File: src/rtl/core_bus_pkg.sv
// core_bus_pkg: definitions shared by the memory-port arbiter and its helpers.
//   MT_*         funct3 size/sign codes used on the request and memory sides
//   LED_ADDR     MMIO address of the LED word
//   state_t      arbiter FSM state encoding
//   misaligned() true when an access of the given size code is not naturally aligned
package core_bus_pkg;

  localparam logic [2:0] MT_B  = 3'b000;
  localparam logic [2:0] MT_H  = 3'b001;
  localparam logic [2:0] MT_W  = 3'b010;
  localparam logic [2:0] MT_BU = 3'b100;
  localparam logic [2:0] MT_HU = 3'b101;

  localparam logic [31:0] LED_ADDR = 32'h0000_4000;

  typedef enum logic [1:0] {
    ST_IDLE = 2'd0,
    ST_MEM  = 2'd1,
    ST_RESP = 2'd2
  } state_t;

  // Words need a 4-byte boundary, halfwords a 2-byte boundary; bytes are always fine.
  function automatic logic misaligned(input logic [2:0] mtype, input logic [31:0] addr);
    logic bad;
    case (mtype)
      MT_W:        bad = (addr[1:0] != 2'b00);
      MT_H, MT_HU: bad = addr[0];
      default:     bad = 1'b0;
    endcase
    return bad;
  endfunction

endpackage

File: src/rtl/rr_pick2.sv
// rr_pick2: two-way round-robin selector.
//   req[1:0]  request vector, bit 1 = data requester, bit 0 = fetch requester
//   last      1 when the data requester won the previous grant
//   sel       1 selects the data requester, 0 the fetch requester
//   gnt[1:0]  one-hot grant, zero when nothing is requested
module rr_pick2 (
  input  logic [1:0] req,
  input  logic       last,
  output logic       sel,
  output logic [1:0] gnt
);

  // A lone requester always wins; on a tie the side that did not win last time goes.
  always_comb begin
    sel = (req == 2'b11) ? ~last : req[1];
    gnt = 2'b00;
    if (req[1] && sel) begin
      gnt = 2'b10;
    end else if (req[0] && !sel) begin
      gnt = 2'b01;
    end
  end

endmodule

File: src/rtl/mem_port_arbiter.sv
// mem_port_arbiter: shares the single memory port between instruction fetch and
// load/store, decodes the MMIO LED word and rejects misaligned accesses locally.
//   clk, rst                     clock, synchronous active-high reset
//   f_req/f_addr                 fetch request (always a word load)
//   d_req/d_load/d_store/d_addr/d_type/d_wdata   data request
//   f_gnt, d_gnt                 one-cycle accept pulses
//   rsp_valid/rsp_to_d/rsp_rdata/rsp_err         one-cycle response
//   mem_load/mem_store/mem_type/mem_addr/mem_data  memory command (only in MEM)
//   mem_out, mem_stall           memory read data and busy
//   led_word                     LED register
//   busy                         high whenever an access is in flight
module mem_port_arbiter
  import core_bus_pkg::*;
#(
  parameter int MEM_ADDR_BITS = 14
) (
  input  logic        clk,
  input  logic        rst,
  input  logic        f_req,
  input  logic        d_req,
  input  logic        d_load,
  input  logic        d_store,
  input  logic [31:0] f_addr,
  input  logic [31:0] d_addr,
  input  logic [2:0]  d_type,
  input  logic [31:0] d_wdata,
  output logic        f_gnt,
  output logic        d_gnt,
  output logic        rsp_valid,
  output logic        rsp_to_d,
  output logic [31:0] rsp_rdata,
  output logic        rsp_err,
  output logic        mem_load,
  output logic        mem_store,
  output logic [2:0]  mem_type,
  output logic [31:0] mem_addr,
  output logic [31:0] mem_data,
  input  logic [31:0] mem_out,
  input  logic        mem_stall,
  output logic [31:0] led_word,
  output logic        busy
);

  state_t      state_q, state_d;
  logic        last_d;
  logic [31:0] addr_q, wdata_q, rdata_q;
  logic [2:0]  type_q;
  logic        store_q, owner_q, err_q;

  logic        in_idle;
  logic        pick_sel;
  logic [1:0]  pick_gnt;
  logic        win_any, win_store, win_err, win_ram, win_led;
  logic [31:0] win_addr, win_wdata;
  logic [2:0]  win_type;

  // Requests only compete while idle and out of reset, so no grant can appear elsewhere.
  assign in_idle = (state_q == ST_IDLE) && !rst;

  rr_pick2 u_pick (
    .req  ({d_req & in_idle, f_req & in_idle}),
    .last (last_d),
    .sel  (pick_sel),
    .gnt  (pick_gnt)
  );

  // Winner's command; store data is kept only for stores so loads drive zero data.
  assign win_any   = |pick_gnt;
  assign win_addr  = pick_sel ? d_addr : f_addr;
  assign win_type  = pick_sel ? d_type : MT_W;
  assign win_store = pick_sel & d_store & ~d_load;
  assign win_wdata = win_store ? d_wdata : 32'h0;
  assign win_err   = misaligned(win_type, win_addr);
  assign win_ram   = (win_addr[31:MEM_ADDR_BITS] == '0);
  assign win_led   = (win_addr == LED_ADDR);

  assign busy = (state_q != ST_IDLE) && !rst;

  always_ff @(posedge clk) begin
    if (rst) begin
      state_q <= ST_IDLE;
    end else begin
      state_q <= state_d;
    end
  end

  // Only well-aligned RAM accesses visit MEM; MMIO and rejected accesses answer next cycle.
  always_comb begin
    state_d   = state_q;
    f_gnt     = 1'b0;
    d_gnt     = 1'b0;
    mem_load  = 1'b0;
    mem_store = 1'b0;
    mem_type  = 3'b000;
    mem_addr  = 32'h0;
    mem_data  = 32'h0;
    rsp_valid = 1'b0;
    rsp_to_d  = 1'b0;
    rsp_rdata = 32'h0;
    rsp_err   = 1'b0;
    if (!rst) begin
      case (state_q)
        ST_IDLE: begin
          f_gnt = pick_gnt[0];
          d_gnt = pick_gnt[1];
          if (win_any) begin
            state_d = (!win_err && win_ram) ? ST_MEM : ST_RESP;
          end
        end
        ST_MEM: begin
          mem_load  = !store_q;
          mem_store = store_q;
          mem_type  = type_q;
          mem_addr  = addr_q;
          mem_data  = wdata_q;
          if (!mem_stall) begin
            state_d = ST_RESP;
          end
        end
        ST_RESP: begin
          rsp_valid = 1'b1;
          rsp_to_d  = owner_q;
          rsp_rdata = rdata_q;
          rsp_err   = err_q;
          state_d   = ST_IDLE;
        end
        default: state_d = ST_IDLE;
      endcase
    end
  end

  // Command latch, response data and LED register. MMIO effects happen on the grant
  // edge so the response is ready one cycle later; RAM data is taken on the unstalled edge.
  always_ff @(posedge clk) begin
    if (rst) begin
      last_d   <= 1'b0;
      owner_q  <= 1'b0;
      addr_q   <= 32'h0;
      type_q   <= 3'b000;
      store_q  <= 1'b0;
      wdata_q  <= 32'h0;
      err_q    <= 1'b0;
      rdata_q  <= 32'h0;
      led_word <= 32'h0;
    end else if (win_any) begin
      last_d  <= pick_sel;
      owner_q <= pick_sel;
      addr_q  <= win_addr;
      type_q  <= win_type;
      store_q <= win_store;
      wdata_q <= win_wdata;
      err_q   <= win_err;
      rdata_q <= 32'h0;
      if (!win_err && !win_ram && win_led) begin
        if (win_store) begin
          led_word <= win_wdata;
        end else begin
          rdata_q <= led_word;
        end
      end
    end else if (state_q == ST_MEM && !mem_stall) begin
      rdata_q <= store_q ? 32'h0 : mem_out;
    end
  end

endmodule

File: config.mk
export PLATFORM = sky130hd
export DESIGN_NAME = mem_port_arbiter
export DESIGN_NICKNAME = d
export VERILOG_FILES = /design/src/rtl/core_bus_pkg.sv /design/src/rtl/rr_pick2.sv /design/src/rtl/mem_port_arbiter.sv
export SDC_FILE = /design/constraint.sdc
export NUM_CORES = 1
export LEC_CHECK = 0
export ABC_AREA = 1
export CORE_UTILIZATION = 40
export CTS_CLUSTER_SIZE = 28
export DETAILED_ROUTE_END_ITERATION = 6
export PLACE_DENSITY = 0.77
export SLEW_MARGIN = 20
export SYNTH_ARGS = -nofsm -noshare
export SYNTH_HDL_FRONTEND = slang
export SYNTH_SLANG_ARGS = --single-unit
export TNS_END_PERCENT = 100
File: constraint.sdc
create_clock -name clk -period 2.35 [get_ports clk]
set_input_delay 0.705 -clock clk [delete_from_list [all_inputs] [get_ports clk]]
set_output_delay 0.705 -clock clk [all_outputs]
set_load 0.02 [all_outputs]
### Yosys cells after proc, flatten, opt, wreduce, memory -nomap -nowiden

Index checks and enable logic that the tools add are counted.

* eq/ne operators: 9
* mux-type cells: 38
* reduce and logical (&&, ||, !) cells: 23
* bitwise gates (word level): 6

Operator list (count)
* $mux 32: 13
* $eq 32x15->1 const B: 1
* $logic_not 18->1: 1
* $mux 1: 16
* $mux 3: 3
* $logic_and 1x1->1: 8
* $mux 2: 4
* $logic_not 1->1: 6
* $reduce_bool 2->1: 3
* $and 1x1->1: 4
* $eq 2x2->1 const B: 2
* $ne 2x2->1 const B: 2
* $pmux 2 s2: 1
* $reduce_or 2->1: 2
* $eq 3x1->1 const B: 1
* $eq 3x2->1 const B: 1
* $eq 3x3->1 const B: 1
* $reduce_and 3->1: 1
* $eq 2x1->1 const B: 1
* $logic_not 2->1: 1
* $not 1->1: 2
* $pmux 1 s2: 1
* $reduce_and 2->1: 1

* logic and storage cells: 85
* output and inout bits: 139
* register bits: 136
* input bits: 138

### Logic depth before layout (Yosys ltp)

* depth after elaboration: 14
* gate-level depth with buffers: 16
* gate-level depth less buffers: 13

### Hierarchy

A second synthesis with hierarchy kept.

* cells, all modules: 1178
* area total of the unflattened synthesis: 7323.3 um^2

Modules (own cells, without submodules)
* mem_port_arbiter: sequential area each 2722.6 um^2, instances 1, area an instance 7288.2 um^2, cells each 1173
* rr_pick2: sequential area each 0.0 um^2, instances 1, area an instance 35.0 um^2, cells each 5

### Least setup slack after synthesis

Ideal clock, no wire load.

* path kind: in2reg
* from: input rst
* to: register led_word[10]
* path buffers: 3
* required time: 2.218 ns
* slack: -0.017 ns
* setup time: 0.132 ns
* arrival time: 2.234 ns
* stages: 15
* cells stage by stage: buf_6 -> inv_4 -> nand2_2 -> nor2_4 -> nand2_2 -> buf_2 -> o21ai_1 -> nand2_1 -> nor2_1 -> nand2_1 -> nor2_4 -> nand3_4 -> buf_6 -> nand2_1 -> a21oi_1

* cells in the longest elaborated chain, start to end: 13
* elaborated cells between the ends (all ways): 30
* those cells by class: eq/ne: 5; mux: 7; bitwise: 4; reduce/logical: 14

RTL lines
* start: declaration: line mem_port_arbiter.sv:18 `input logic rst,`
* $logic_not 1->1
* $logic_and 1x1->1: line mem_port_arbiter.sv:58 `assign in_idle = (state_q == ST_IDLE) && !rst;`
* $and 1x1->1: line mem_port_arbiter.sv:61 `.req ({d_req & in_idle, f_req & in_idle}),`
* $eq 2x2->1: line rr_pick2.sv:15 `sel = (req == 2'b11) ? ~last : req[1];`
* $mux 1: line rr_pick2.sv:15
* $mux 3: line mem_port_arbiter.sv:70 `assign win_type = pick_sel ? d_type : MT_W;`
* $eq 3x1->1 or $eq 3x3->1 (tied branches): line core_bus_pkg.sv:25 `case (mtype)`
* $reduce_or 2->1: line core_bus_pkg.sv:25
* $pmux 1 s2: line core_bus_pkg.sv:25
* $logic_not 1->1: line mem_port_arbiter.sv:154 `if (!win_err && !win_ram && win_led) begin`
* $logic_and 1x1->1 (2 in a row): line mem_port_arbiter.sv:154
* $reduce_and 3->1 (no source line)
* end signal: assignment: line mem_port_arbiter.sv:156 `led_word <= win_wdata;`
* end: declaration: line mem_port_arbiter.sv:40 `output logic [31:0] led_word,`

Parallel ways exist; a longest one is shown, timed or not.
A chain may end at the register's enable or synchronous reset.

### Worst setup path in the final report

* from: input rst
* to: register led_word[20]

The elaborated chain is that of the path after synthesis.

==> out/metrics.yaml <==
rsz0062_at_grt: "yes"
clkSlewWorstSetupHoldPaths_ns: 0.06
synthArstFlopShare_pct: 0
fin_worst_skew_ns: 0.006462
wl_met1_um: 12540
yosys-top-cells-area: "dfxtp_1 (38%), nand2_1 (14%), a21oi_1 (9.1%)"
synth_cells: 1112
wl_per_cell_um: 16.97
core_area_um2: 17420
dieArea_um2: 18450
hold_violations: 0
pwr_density_cell_nw_per_um2: 549.7
tns_ns: -1.381
clk_latency_ns: 0.42
dr.pass1.iters: 7
design_area_um2: 11840
min_path_type: "reg -> reg"
post-route-period-util_pct: 103.5
yosys-top-cells-count: "nand2_1 (274), nor2_1 (159), dfxtp_1 (136)"
status: "finished with violations"
synthesis.area_um2: 7164
netlist-cell-type-count: 28
synth-warning-count: 0
crit_chain: "buf_12 > nor2_4 > nand2_4 > nor2_8 > buf_12 > buf_8 > nand2_4 > o21ai_4 > nand2_2 > nor2_2 > nand2_2 > nor2_4 > nand3_4 > clkbuf_16 > nand2_4 > a21oi_2"
leakage_uw: 0.004655
start_util_pct: 41.14
ys_ff_latch: 136
cap_violations: 0
antenna_found_initial: 0
synth.most_common_cell: "nand2_1"
synth_top_cell_by_area: "dfxtp_1"
pre_cts_ws_ns: -0.7862
hold_buffers: 0
wl_met3_um: 1810
antenna_cells: 0
syn_nets: 1250
fp.dieW_um: 135.8
required_ns: 2.61
yosysSeqAreaShare_pct: 38.00
nets: 1577
yosysTopAreaCellShare_pct: 38.00
final_max_slew_viol_count: 0
cpMostUsedCell: "nand2_4"
wl_met2_um: 13230
first_iter_violations: 887
first_global_vias: 7378
syn_avg_cell_area_um2: 6.443
die_height_um: 135.8
path_max_fanout: 8
cp_slowest_stage_delay_ns: 0.24
viasPerCell: 5.250
grt_max_degree: 79
period_needed_ns: 2.432
slowest_stage: "clkbuf_16"
antenna_left: 0
placed_area_um2: 10510
end_kind: "register"
top_layer: "met4"
drc: 0
cts_buffer_depth: 2
cts_tree: "built"
grt_first_pass_wirelength_um: 39030
dp_hpwl_um: 18410
arrival_ns: 2.69
yosys_most_used_dff: "dfxtp_1"
peakVddDrop_uv: 541.3
grt_use_total_pct: 27.21
vias: 8804
setup_ws_ns: -0.08168
syn_to_final_growth_pct: 65.26
clock_sinks: 136
setup_viol: 32
relSlewSlack_pct: 41.99
totalWireLength_um: 28460
fmax_ghz: 0.4112
placementRows: 48
violations: "negative setup slack"
cts_buffers: 17
boundaryPins: 277
drive_gt1_share_pct: 26.72
synth_edf_count: 0
cts_root_buf: "clkbuf_16"
path_class: "in -> reg"
gp_congestion: 0.9149
io_buffers: 276
tightest_slew_ns: 0.8702
critPathLaunchType: "input pin"
h-tree-depth: 4
gr-total-overflow: 0
[worst paths after layout]
check / cells past startpoint / slack, ns / to / from
worst max-delay path: 16 / -0.08 / led_word[20] / rst
worst min-delay path: 2 / 0.46 / wdata_q[16] / wdata_q[16]
worst max register to register: 15 / -0.03 / led_word[20] / state_q[1]
worst min register to register: 2 / 0.46 / wdata_q[16] / wdata_q[16]
[layer usage]
layer	track usage, %	up-vias
met2	41.67	400
met5	0	-
met3	4.213	65
met1	38.00	4110
li1	-	4229
met4	10.86	0
[critical path: cells and delay by family]
| family | cells | cell delay (ns) |
|---|---|---|
| buf+inv | 4 | 0.64 |
| simple gates | 10 | 1.20 |
| compound gates | 2 | 0.12 |
[sequential cells by signal, indices dropped and copies added, names as in the netlist]
name and cells:
addr_q 32, led_word 32, rdata_q 32, wdata_q 32, type_q 3, state_q 2
err_q 1, owner_q 1, store_q 1
[area by class of cell]
type                            count  area, um2
Clock buffer                       20      466.7
Clock inverter                     12      125.1
Fill cell                        1459       5577
Inverter                          121      459.2
Multi-Input combinational cell    772       4028
Sequential cell                   136       2730
Tap cell                          225      281.5
Timing Repair Buffer              391       3750
[power by group]
| part | leakage, uW | total [uW] | internal (uW) | switching, uW |
|---|---|---|---|---|
| Clock | 0.000288 | 2660 | 1640 | 1020 |
| Sequential | 0.00111 | 2550 | 2470 | 80.6 |
| Combinational | 0.00325 | 1290 | 602 | 689 |
| Total | 0.00465 | 6510 | 4710 | 1790 |
[cells by family after synthesis]
group,share of synthesized area [%]
and+or+nand+nor,32.99
buffers and inverters,13.08
DFF,38.00
AOI/OAI and AO/OA,15.93
[stage by stage]
stage | instances | util [%] | total power [uW] | hold WS (ns)
after floorplan | 1112 | - | 3166 | 0.4410
after global placement | 1604 | 60.32 | 3740 | 0.4489
after detailed placement | 1604 | 60.32 | 3757 | 0.4533
after CTS | 1641 | 64.25 | 6414 | 0.4622
after global routing | 1677 | 67.98 | 6741 | 0.4800
final | 1677 | 67.98 | 6508 | 0.4590
[what timing repair did]
item                                   in CTS  in global routing
cloned                                      1                 15
resized for setup                         246                273
buffers inserted                            4                 21
pin swaps                                   2                 42
setup endpoints to repair                 179                168
endpoints found under the hold margin       0                  0
[cell usage in the layout (no fill, tap or decap), types with 59 or more instances in the layout]
| cell | n |
|---|---|
| a21oi_1 | 101 |
| dfxtp_1 | 134 |
| clkbuf_2 | 59 |
| nand2_1 | 220 |
| inv_1 | 113 |
| buf_4 | 74 |
| clkdlybuf4s50_1 | 166 |
| nor2_1 | 149 |
| o21ai_0 | 68 |
| nand4_1 | 67 |
No activity file was read; power rests on OpenSTA's default activity.
